--- config.mk ---
export PLATFORM = sky130hd
export DESIGN_NAME = fetch_ctrl_flat
export DESIGN_NICKNAME = d
export VERILOG_FILES = /design/src/rtl/fetch_pkg.sv /design/src/rtl/fetch_ctrl_if.sv /design/src/rtl/fetch_wait_timer.sv /design/src/rtl/fetch_ctrl.sv /design/src/flat_wrapper.sv
export SDC_FILE = /design/constraint.sdc
export NUM_CORES = 1
export LEC_CHECK = 0
export CORE_ASPECT_RATIO = 0.5
export CORE_MARGIN = 2
export CORE_UTILIZATION = 33
export CTS_BUF_LIST = sky130_fd_sc_hd__clkbuf_2
export CTS_CLUSTER_DIAMETER = 80
export DETAILED_ROUTE_END_ITERATION = 8
export GPL_TIMING_DRIVEN = 0
export PLACE_DENSITY = 0.71
export SYNTH_ARGS = -nofsm -noshare
export SYNTH_HDL_FRONTEND = slang
export SYNTH_SLANG_ARGS = --single-unit
export TNS_END_PERCENT = 30
--- constraint.sdc ---
create_clock -name clk -period 3.8 [get_ports clk]
set_input_delay 0.76 -clock clk [delete_from_list [all_inputs] [get_ports clk]]
set_output_delay 0.76 -clock clk [all_outputs]
set_load 0.02 [all_outputs]
--- src/rtl/fetch_pkg.sv ---
// Shared definitions for the instruction fetch controller:
// FSM state encoding and default PC/timeout parameters.
package fetch_pkg;

    localparam logic [31:0] DEF_RESET_PC = 32'h0000_0000;
    localparam logic [31:0] DEF_PC_STEP  = 32'd32;
    localparam int          DEF_TIMEOUT  = 16;

    typedef enum logic [1:0] {
        ST_IDLE = 2'd0,
        ST_REQ  = 2'd1,
        ST_ERR  = 2'd2
    } fetch_state_e;

endpackage

--- src/rtl/fetch_ctrl_if.sv ---
// Instruction memory request bus.
// master: mem_req/mem_addr out, mem_ready/mem_rdata in.
interface fetch_ctrl_if;

    logic        mem_req;
    logic [31:0] mem_addr;
    logic        mem_ready;
    logic [31:0] mem_rdata;

    modport master (
        output mem_req,
        output mem_addr,
        input  mem_ready,
        input  mem_rdata
    );

    modport slave (
        input  mem_req,
        input  mem_addr,
        output mem_ready,
        output mem_rdata
    );

endinterface

--- src/rtl/fetch_wait_timer.sv ---
// Consecutive wait-cycle counter for one fetch request.
// i_clear wins over i_count; o_timeout flags the cycle that hits TIMEOUT.
module fetch_wait_timer
    import fetch_pkg::*;
#(
    parameter int TIMEOUT = DEF_TIMEOUT
) (
    input  logic clk,
    input  logic rst,
    input  logic i_clear,
    input  logic i_count,
    output logic o_timeout
);

    localparam int W = $clog2(TIMEOUT + 1);

    logic [W-1:0] r_cnt;

    always_ff @(posedge clk) begin
        if (!rst) begin
            r_cnt <= '0;
        end else if (i_clear) begin
            r_cnt <= '0;
        end else if (i_count) begin
            r_cnt <= r_cnt + W'(1);
        end
    end

    // Fires on the wait cycle that makes the count reach TIMEOUT,
    // so the FSM leaves REQ on that same edge.
    assign o_timeout = i_count && !i_clear &&
                       (r_cnt == W'(TIMEOUT - 1));

endmodule

--- src/rtl/fetch_ctrl.sv ---
// Instruction fetch controller: IDLE/REQ/ERR FSM, PC sequencing,
// IR capture with stall hold, redirect/halt and sticky timeout error.
module fetch_ctrl
    import fetch_pkg::*;
#(
    parameter logic [31:0] RESET_PC = DEF_RESET_PC,
    parameter logic [31:0] PC_STEP  = DEF_PC_STEP,
    parameter int          TIMEOUT  = DEF_TIMEOUT
) (
    input  logic                clk,
    input  logic                rst,
    input  logic                start,
    input  logic                halt,
    input  logic                redirect_valid,
    input  logic [31:0]         redirect_pc,
    input  logic                stall,
    fetch_ctrl_if.master        mem,
    output logic [31:0]         ir_out,
    output logic [31:0]         pc_out,
    output logic                ir_valid,
    output logic [15:0]         fetch_count,
    output logic                err
);

    localparam logic [1:0] S_IDLE = ST_IDLE;
    localparam logic [1:0] S_REQ  = ST_REQ;
    localparam logic [1:0] S_ERR  = ST_ERR;

    logic [1:0]  r_state;
    logic [31:0] r_pc;
    logic [31:0] r_ir;
    logic [31:0] r_pc_out;
    logic        r_ir_valid;
    logic [15:0] r_fetch_count;
    logic        r_err;

    logic w_in_req;
    logic w_mem_req;
    logic w_hs;
    logic w_wait;
    logic w_clear;
    logic w_timeout;

    assign w_in_req  = (r_state == S_REQ);
    // Back-pressure: no new request while a held word is unaccepted.
    assign w_mem_req = w_in_req && !(r_ir_valid && stall);
    assign w_hs      = w_mem_req && mem.mem_ready;
    assign w_wait    = w_mem_req && !mem.mem_ready;
    assign w_clear   = !w_in_req || halt || redirect_valid || w_hs;

    fetch_wait_timer #(
        .TIMEOUT(TIMEOUT)
    ) u_timer (
        .clk      (clk),
        .rst      (rst),
        .i_clear  (w_clear),
        .i_count  (w_wait),
        .o_timeout(w_timeout)
    );

    always_ff @(posedge clk) begin
        if (!rst) begin
            r_state       <= S_IDLE;
            r_pc          <= RESET_PC;
            r_ir          <= '0;
            r_pc_out      <= '0;
            r_ir_valid    <= 1'b0;
            r_fetch_count <= '0;
            r_err         <= 1'b0;
        end else begin
            case (r_state)
                S_IDLE: begin
                    if (redirect_valid) begin
                        r_pc <= redirect_pc;
                    end
                    if (start) begin
                        r_state <= S_REQ;
                    end
                end
                S_REQ: begin
                    if (halt) begin
                        r_state    <= S_IDLE;
                        r_ir_valid <= 1'b0;
                        if (redirect_valid) begin
                            r_pc <= redirect_pc;
                        end
                    end else if (redirect_valid) begin
                        r_pc       <= redirect_pc;
                        r_ir_valid <= 1'b0;
                    end else if (w_timeout) begin
                        r_state    <= S_ERR;
                        r_err      <= 1'b1;
                        r_ir_valid <= 1'b0;
                    end else if (w_hs) begin
                        r_ir          <= mem.mem_rdata;
                        r_pc_out      <= r_pc;
                        r_ir_valid    <= 1'b1;
                        r_pc          <= r_pc + PC_STEP;
                        r_fetch_count <= r_fetch_count + 16'd1;
                    end else if (r_ir_valid && !stall) begin
                        r_ir_valid <= 1'b0;
                    end
                end
                S_ERR: begin
                    r_state <= S_ERR;
                end
                default: begin
                    r_state <= S_IDLE;
                end
            endcase
        end
    end

    assign mem.mem_req  = w_mem_req;
    assign mem.mem_addr = r_pc;
    assign ir_out       = r_ir;
    assign pc_out       = r_pc_out;
    assign ir_valid     = r_ir_valid;
    assign fetch_count  = r_fetch_count;
    assign err          = r_err;

endmodule

--- src/flat_wrapper.sv ---
// flat-port wrapper written by rule: the top's interface ports become plain ports
module fetch_ctrl_flat import fetch_pkg::*;
#(
    parameter logic [31:0] RESET_PC = DEF_RESET_PC,
    parameter logic [31:0] PC_STEP  = DEF_PC_STEP,
    parameter int          TIMEOUT  = DEF_TIMEOUT
)
  (clk, rst, start, halt, redirect_valid, redirect_pc, stall, ir_out, pc_out, ir_valid, fetch_count, err, mem_mem_req, mem_mem_addr, mem_mem_ready, mem_mem_rdata);
  fetch_ctrl_if mem_i ();
  input  logic clk;
  input  logic rst;
  input  logic start;
  input  logic halt;
  input  logic redirect_valid;
  input  logic [31:0] redirect_pc;
  input  logic stall;
  output logic [31:0] ir_out;
  output logic [31:0] pc_out;
  output logic ir_valid;
  output logic [15:0] fetch_count;
  output logic err;
  output wire logic [$bits(mem_i.mem_req)-1:0] mem_mem_req;
  output wire logic [$bits(mem_i.mem_addr)-1:0] mem_mem_addr;
  input wire logic [$bits(mem_i.mem_ready)-1:0] mem_mem_ready;
  input wire logic [$bits(mem_i.mem_rdata)-1:0] mem_mem_rdata;
  assign mem_mem_req = mem_i.mem_req;
  assign mem_mem_addr = mem_i.mem_addr;
  assign mem_i.mem_ready = mem_mem_ready;
  assign mem_i.mem_rdata = mem_mem_rdata;
  fetch_ctrl #(.RESET_PC(RESET_PC), .PC_STEP(PC_STEP), .TIMEOUT(TIMEOUT)) u_core (.clk(clk), .rst(rst), .start(start), .halt(halt), .redirect_valid(redirect_valid), .redirect_pc(redirect_pc), .stall(stall), .mem(mem_i), .ir_out(ir_out), .pc_out(pc_out), .ir_valid(ir_valid), .fetch_count(fetch_count), .err(err));
endmodule
==> implementation parameters, run 1 <==
Parameter                              Value

Setup path
  Critical Path RT    approximately 3000 ps
  Critical Path Start Type    input pin
  Arrival time reported for the critical path endpoint    2220 ps
  Worst setup path category    input pin to output port
  Maximum fanout count along the critical path    4
  Nature of the critical path endpoint    output port

Place
  Gp weighted congestion    approximately 0.9
  Place WS    between 500 and 600 ps
  Placed instance count    around 1,100
  Count of buffers inserted at the top-level ports    about 180
  Placement Cell Area    roughly 0.0074 sq mm
  HPWL after DPL    ~13 mm

CTS
  Cts bufs inserted    17
  Number of sinks on the clock net    121
  Buffers from clock root to sink, at most    2
  Register clock-pin slew on the reported worst setup and hold paths    around 170 ps
  Root buffer cell    clkbuf_2
  CTS tree    yes
  Resized Gates After CTS    0
  Post-CTS Setup Inserts    0
  Number of levels in the clock H-tree    4
  Clock latency at the later pin of the worst-skew pair    about 660 ps
  Hold buffers post-CTS    0

Route
  Vias per cell    roughly 5.2
  Overall via count from detail_route    around 5,700
  Post-Route WL    between 15 and 20 mm
  Antenna Violating Nets Remaining    0
  Routed length per instance    16.5 microns
  Number of remaining DRC errors    0
  Pre-antenna DRT Iters    9
  Number of DRC violations after detailed-routing iteration 0    approximately 400

Flow run
  Reported max-cap violation count    0

Floorplanning
  Placement Rows    32
  Initial core utilization    34.2%
  Total die area    0.0172 sq mm
  Placeable core region    0.0156 sq mm
  Top-level I/O count    about 190
  Vert. Die Dim    93.8 microns
  Horizontal die dimension    about 180 microns

Final layout
  Final cell area excluding filler cells    around 0.0077 sq mm
  Post-synthesis to final-layout area growth    44.0%
  Share of post-route cells with drive strength above 1    around 5.6%
  Final net count    959
  Count of placed standard cells in the final layout, fillers left out    1,100
  Antenna fix cells    0

Logic synthesis
  Cell type contributing the most total cell area after synthesis    dfxtp_1
  Register area share after synthesis    45.5%
  Synthesized Nets    756
  Total number of yosys warnings    0
  Post-Syn Instances    around 680
  Fraction of post-synthesis cell area in the top cell type by area    a little under half
  Primary flip-flop cell chosen by synthesis mapping    dfxtp_1
  Most instantiated library cell after synthesis    nand2_1
  Synthesized area divided by synthesized cell count    roughly 8 sq um
  Number of synthesized flops with an enable pin    0
  Total of flip-flops plus latches after synthesis    between 100 and 150
  Post-Syn Area    between 0.005 and 0.006 sq mm
  Proportion of synthesized flip-flops having asynchronous set or reset    0%
  Cells taking the most area after synthesis    dfxtp_1, nand2_1, a21oi_1
  Synth top cells by count    nand2_1, dfxtp_1, a21oi_1
  Count of unique library cells instantiated by Yosys    60

GRT
  GRT Util Overall    about a fifth
  First-pass GRT wire length    around 29 mm
  Number of antenna violations at the first check in global routing    0
  Congestion Overflow GR    0
  Largest net degree at the start of global routing    17
  Number of global-route vias before repair    5,420

Timing
  Minimum setup slack in the final design    824 ps
  Final Hold Viols    0
  Max-Slew Margin vs Limit    24.8%
  Setup repair after global routing missed its margin    false
  Maximum clock rate    0.336 GHz
  Max Slew Vio Count    0
  Setup-violating endpoint count in the final report    0
  Slew of the pin with the lowest slew margin    about 1100 ps
  Final period util    approximately 80%
  Setup clock skew after layout    just under 30 ps
  Time the final worst path needs with I/O delays and setup    around 3000 ps
  Setup tns final    0 ps

Run status
  Outcome    complete, no violations

Worst hold path
  Hold/Removal Path Class    register to register

Pwr
  Leakage power figure    between 2 and 3 nW
  Worst supply voltage drop on vdd    0.176 mV
  Power per cell area    around 330 mW/mm^2
## cells in the final DEF, fill, tap and decap left out, types with 5 or more instances in the layout
| master | count |
|---|---|
| and3_1 | 14 |
| nor2_1 | 55 |
| dfxtp_1 | 121 |
| nor3_1 | 9 |
| buf_2 | 7 |
| nor4_1 | 7 |
| nand3_1 | 26 |
| xnor2_1 | 13 |
| clkdlybuf4s50_1 | 184 |
| a21oi_1 | 87 |
| a31oi_1 | 6 |
| xor2_1 | 5 |
| nand4_1 | 17 |
| nand2_1 | 173 |
| clkbuf_2 | 18 |
| clkbuf_1 | 35 |
| o21ai_0 | 20 |
| clkinv_1 | 6 |
## kinds of logic (layout without fill, tap and decap cells)
family	count (synthesis)	count (layout)	synth area share, %
AO/OA/AOI/OAI	157	157	17.9
buffers and inverters	52	267	4.11
adder cells (fa/ha/maj)	4	4	0.940
flip-flops	121	121	45.5
multiplexers	5	5	0.963
AND/OR/NAND/NOR	324	324	27.7
XOR/XNOR	18	18	2.96
## worst paths after layout
check / start / end / slack [ps] / cells after the start
min reg2reg: u_core.ir_out[30] / u_core.ir_out[30] / 470 / 2
min: u_core.ir_out[30] / u_core.ir_out[30] / 470 / 2
max: stall / mem_mem_req / 820 / 4
max reg2reg: u_core.r_state[1] / u_core.mem.mem_addr[25] / 1400 / 6
## layer usage
layer	GRT usage (%)	vias up	wire [microns]
met1	27.3	2675	8150
li1	-	2785	-
met5	0	-	0
met4	8.67	0	469
met3	4.15	38	1320
met2	34.5	231	8270
## critical path, stage by stage
cell	delay, ps
clkdlybuf4s50_1	490
and2_1	220
nor2_1	120
clkdlybuf4s50_1	630
## through the flow
stage	hold slack (ps)	utilization, %	power, mW
floorplan	472	-	1.50
global placement	441	47.7	1.68
detailed placement	446	47.7	1.69
CTS	467	49.3	2.58
global route	479	49.3	2.66
finish	465	49.3	2.57
## final cells by class
class	count	area, sq um
buffer	46	196
clock buffer	18	90.1
clock inverter	13	159
fill	1539	7900
inverter	6	22.5
multi-input combinational	508	2690
sequential	121	2420
tap	204	255
timing repair buffer	184	1840
## where the power goes
part,internal [mW],switching [mW],leakage (nW),total (mW)
sequential,1.30,0.0402,0.982,1.34
combinational,0.159,0.166,1.48,0.325
clock,0.417,0.486,0.155,0.903
total,1.88,0.693,2.62,2.57
## flip-flops by register name, summed over array words and instances (netlist names)
name                  count
u_core.mem.mem_addr      32
u_core.r_state            2
u_core.ir_valid           1
u_core.u_timer.r_cnt      5
u_core.err                1
u_core.ir_out            32
u_core.fetch_count       16
u_core.pc_out            32
(Power assumes the default switching activity.)
==> run 2: changes to the inputs <==
--- a/config.mk
+++ b/config.mk
@@ -12,7 +12,7 @@
 export CTS_CLUSTER_DIAMETER = 80
 export DETAILED_ROUTE_END_ITERATION = 8
 export GPL_TIMING_DRIVEN = 0
-export PLACE_DENSITY = 0.71
+export PLACE_DENSITY = 0.73
 export SYNTH_ARGS = -nofsm -noshare
 export SYNTH_HDL_FRONTEND = slang
 export SYNTH_SLANG_ARGS = --single-unit
==> constraint.sdc (replaced) <==
create_clock -name clk -period 2.7 [get_ports clk]
set_input_delay 0.54 -clock clk [delete_from_list [all_inputs] [get_ports clk]]
set_output_delay 0.54 -clock clk [all_outputs]
set_load 0.02 [all_outputs]
==> implementation parameters, run 2 (synthesis gave the netlist of run 1 again) <==
Parameter                              Value

Run status
  Outcome    complete, no violations (unchanged)

Setup path
  Critical Path RT    3300 ps (was 3040 ps)
  Maximum fanout count along the critical path    10 (was 4)
  CP peak stage delay    970 ps (was 630 ps)
  Sequence of cells on the critical path    buf_6 > nor4b_1 > nand4_1 > nor3_1 > a221oi_1 > o21ai_0 (was clkdlybuf4s50_1 > and2_1 > nor2_1 > clkdlybuf4s50_1)
  Critical Path Start Type    register (was input pin)
  Family of cells with the greatest summed delay on the critical path    simple AND/OR/NAND/NOR gates (was buffers and inverters)
  Crit path depth    6 (was 4)
  Flop-to-flop setup slack    210 ps (was 1400 ps)
  Worst Path Buf+Inv    1 (was 2)
  Depth of the worst register-to-register path    6 (unchanged)
  Slowest cell on crit path    nor4b_1 (was clkdlybuf4s50_1)
  Arrival time reported for the critical path endpoint    3090 ps (was 2220 ps)
  Nature of the critical path endpoint    register (was output port)
  Worst setup path category    register to register (was input pin to output port)

Place
  Placement Cell Area    0.00742 sq mm (unchanged)
  Count of buffers inserted at the top-level ports    184 (unchanged)
  Gp weighted congestion    0.903 (was 0.900)
  HPWL after DPL    13.5 mm (was 13.3 mm)
  Placed instance count    1,069 (unchanged)

CTS
  Number of sinks on the clock net    121 (unchanged)
  Hold buffers post-CTS    0 (unchanged)
  Resized Gates After CTS    2 (was 0)
  CTS tree    yes (unchanged)
  Cts bufs inserted    17 (unchanged)
  Buffers from clock root to sink, at most    2 (unchanged)
  Root buffer cell    clkbuf_2 (unchanged)
  Number of levels in the clock H-tree    4 (unchanged)
  Post-CTS Setup Inserts    0 (unchanged)
  Clock latency at the later pin of the worst-skew pair    660 ps (about the same)
  Register clock-pin slew on the reported worst setup and hold paths    200 ps (was 170 ps)

Final layout
  Count of placed standard cells in the final layout, fillers left out    1,102 (was 1,100)
  Final net count    959 (unchanged)
  Most common library cell in the layout ignoring fill and taps    clkdlybuf4s50_1 (unchanged)
  Filler cell count    1,512 (was 1,539)
  Share of post-route cells with drive strength above 1    6.13% (was 5.58%)
  Final standard cell utilization of the core    49.4% (was 49.3%)
  Post-synthesis to final-layout area growth    44.5% (was 44.0%)
  Final cell area excluding filler cells    0.00770 sq mm (was 0.00767 sq mm)
  Highest-count cells in the layout ignoring fill and taps    clkdlybuf4s50_1, nand2_1, dfxtp_1 (unchanged)

Floorplanning
  Placeable core region    0.0156 sq mm (unchanged)
  Initial core utilization    34.2% (unchanged)
  Placement Rows    32 (unchanged)
  Horizontal die dimension    184 microns (unchanged)
  Top-level I/O count    186 (unchanged)
  Vert. Die Dim    93.8 microns (unchanged)
  Total die area    0.0172 sq mm (unchanged)

Pwr
  Worst supply voltage drop on vdd    0.242 mV (was 0.176 mV)
  Final total power    3.66 mW (was 2.57 mW)
  Power per cell area    475 mW/mm^2 (was 335 mW/mm^2)
  Leakage power figure    2.63 nW (was 2.62 nW)

Timing
  Final period util    between 90 and 100%
  Max Slew Vio Count    0 (unchanged)
  Time the final worst path needs with I/O delays and setup    ~2500 ps
  Max-Slew Margin vs Limit    23.1% (was 24.8%)
  Maximum clock rate    around 0.40 GHz
  Setup repair after global routing missed its margin    false (unchanged)
  Setup clock skew after layout    39.8 ps (was 28.8 ps)
  Minimum hold slack    276 ps (was 465 ps)
  Final Hold Viols    0 (unchanged)
  Slew of the pin with the lowest slew margin    1140 ps (was 1110 ps)
  Setup-violating endpoint count in the final report    0 (unchanged)

GRT
  Largest net degree at the start of global routing    17 (unchanged)
  GRT Util Overall    20.7% (was 21.1%)
  Number of global-route vias before repair    5,381 (was 5,420)
  Number of antenna violations at the first check in global routing    1 (was 0)
  First-pass GRT wire length    27.9 mm (was 28.6 mm)
  Congestion Overflow GR    0 (unchanged)

Route
  Vias per cell    5.27 (was 5.21)
  Post-Route WL    18.2 mm (about the same)
  Pre-antenna DRT Iters    8 (was 9)
  Overall via count from detail_route    5,811 (was 5,729)
  Number of DRC violations after detailed-routing iteration 0    422 (was 404)
  Number of remaining DRC errors    0 (unchanged)
  Antenna Violating Nets Remaining    0 (unchanged)
  Routed length per instance    16.5 microns (about the same)

Worst hold path
  Hold/Removal Path Class    input pin to register (was register to register)
  Number of instances on the worst hold path    3 (was 2)

Flow run
  Reported max-cap violation count    0 (unchanged)
run 2: cell count changes in the layout (fill, tap and decap cells not counted), sizes merged:
| cell | previous run | this run |
|---|---|---|
| clkdlybuf4s50 | 184 | 183 |
| diode | 0 | 1 |
| clkinv | 10 | 9 |
| dlygate4sd2 | 0 | 1 |
| clkinvlp | 0 | 2 |
run 2: path summary, 6_finish.rpt:
path | from | to
worst min-delay path | rst | u_core.mem.mem_addr[15]
worst max register to register | u_core.r_state[1] | u_core.mem.mem_addr[25]
worst min register to register | u_core.ir_out[7] | u_core.ir_out[7]
worst max-delay path | u_core.r_state[1] | u_core.mem.mem_addr[25]
run 2: metrics by stage:
stage	setup TNS, ps	worst slack (ps)
CTS	0	210
global placement	-5180	-172
finish	0	208
global route	0	127
floorplan	0	737
detailed placement	-8030	-222
run 2: cell type report:
| class | instances | area [sq um] | area share [%] |
|---|---|---|---|
| Antenna cell | 1 | 2.50 | 0.0325 |
| Buffer | 46 | 196 | 2.55 |
| Clock buffer | 18 | 90.1 | 1.17 |
| Clock inverter | 14 | 180 | 2.34 |
| Inverter | 6 | 22.5 | 0.293 |
| Multi-Input combinational cell | 508 | 2690 | 34.9 |
| Sequential cell | 121 | 2420 | 31.5 |
| Tap cell | 204 | 255 | 3.32 |
| Timing Repair Buffer | 184 | 1840 | 23.9 |
run 2: worst register-to-register path: cells and delay by family (launching register included):
family	cells	cell delay [ps]
AOI/OAI and AO/OA	2	290
buffers and inverters	1	130
DFF	1	350
and+or+nand+nor	3	1670
run 2: layer usage:
metal  GRT usage [%]  wire (microns)
met3            4.03            1180
met1            26.8            8130
met2            33.6            8330
met4            9.53             550
met5               0               0
run 2: power by group:
part	switching [mW]	total, mW	internal, mW
sequential	0.0575	1.89	1.83
clock	0.712	1.31	0.601
combinational	0.234	0.456	0.222
==> run 3: changes to the inputs <==
--- a/config.mk
+++ b/config.mk
@@ -11,6 +11,7 @@
 export CTS_BUF_LIST = sky130_fd_sc_hd__clkbuf_2
 export CTS_CLUSTER_DIAMETER = 80
 export DETAILED_ROUTE_END_ITERATION = 8
+export GPL_ROUTABILITY_DRIVEN = 1
 export GPL_TIMING_DRIVEN = 0
 export PLACE_DENSITY = 0.73
 export SYNTH_ARGS = -nofsm -noshare
==> results of run 3 <==
Same layout as run 2: the final DEF is identical, and so are final timing and power.
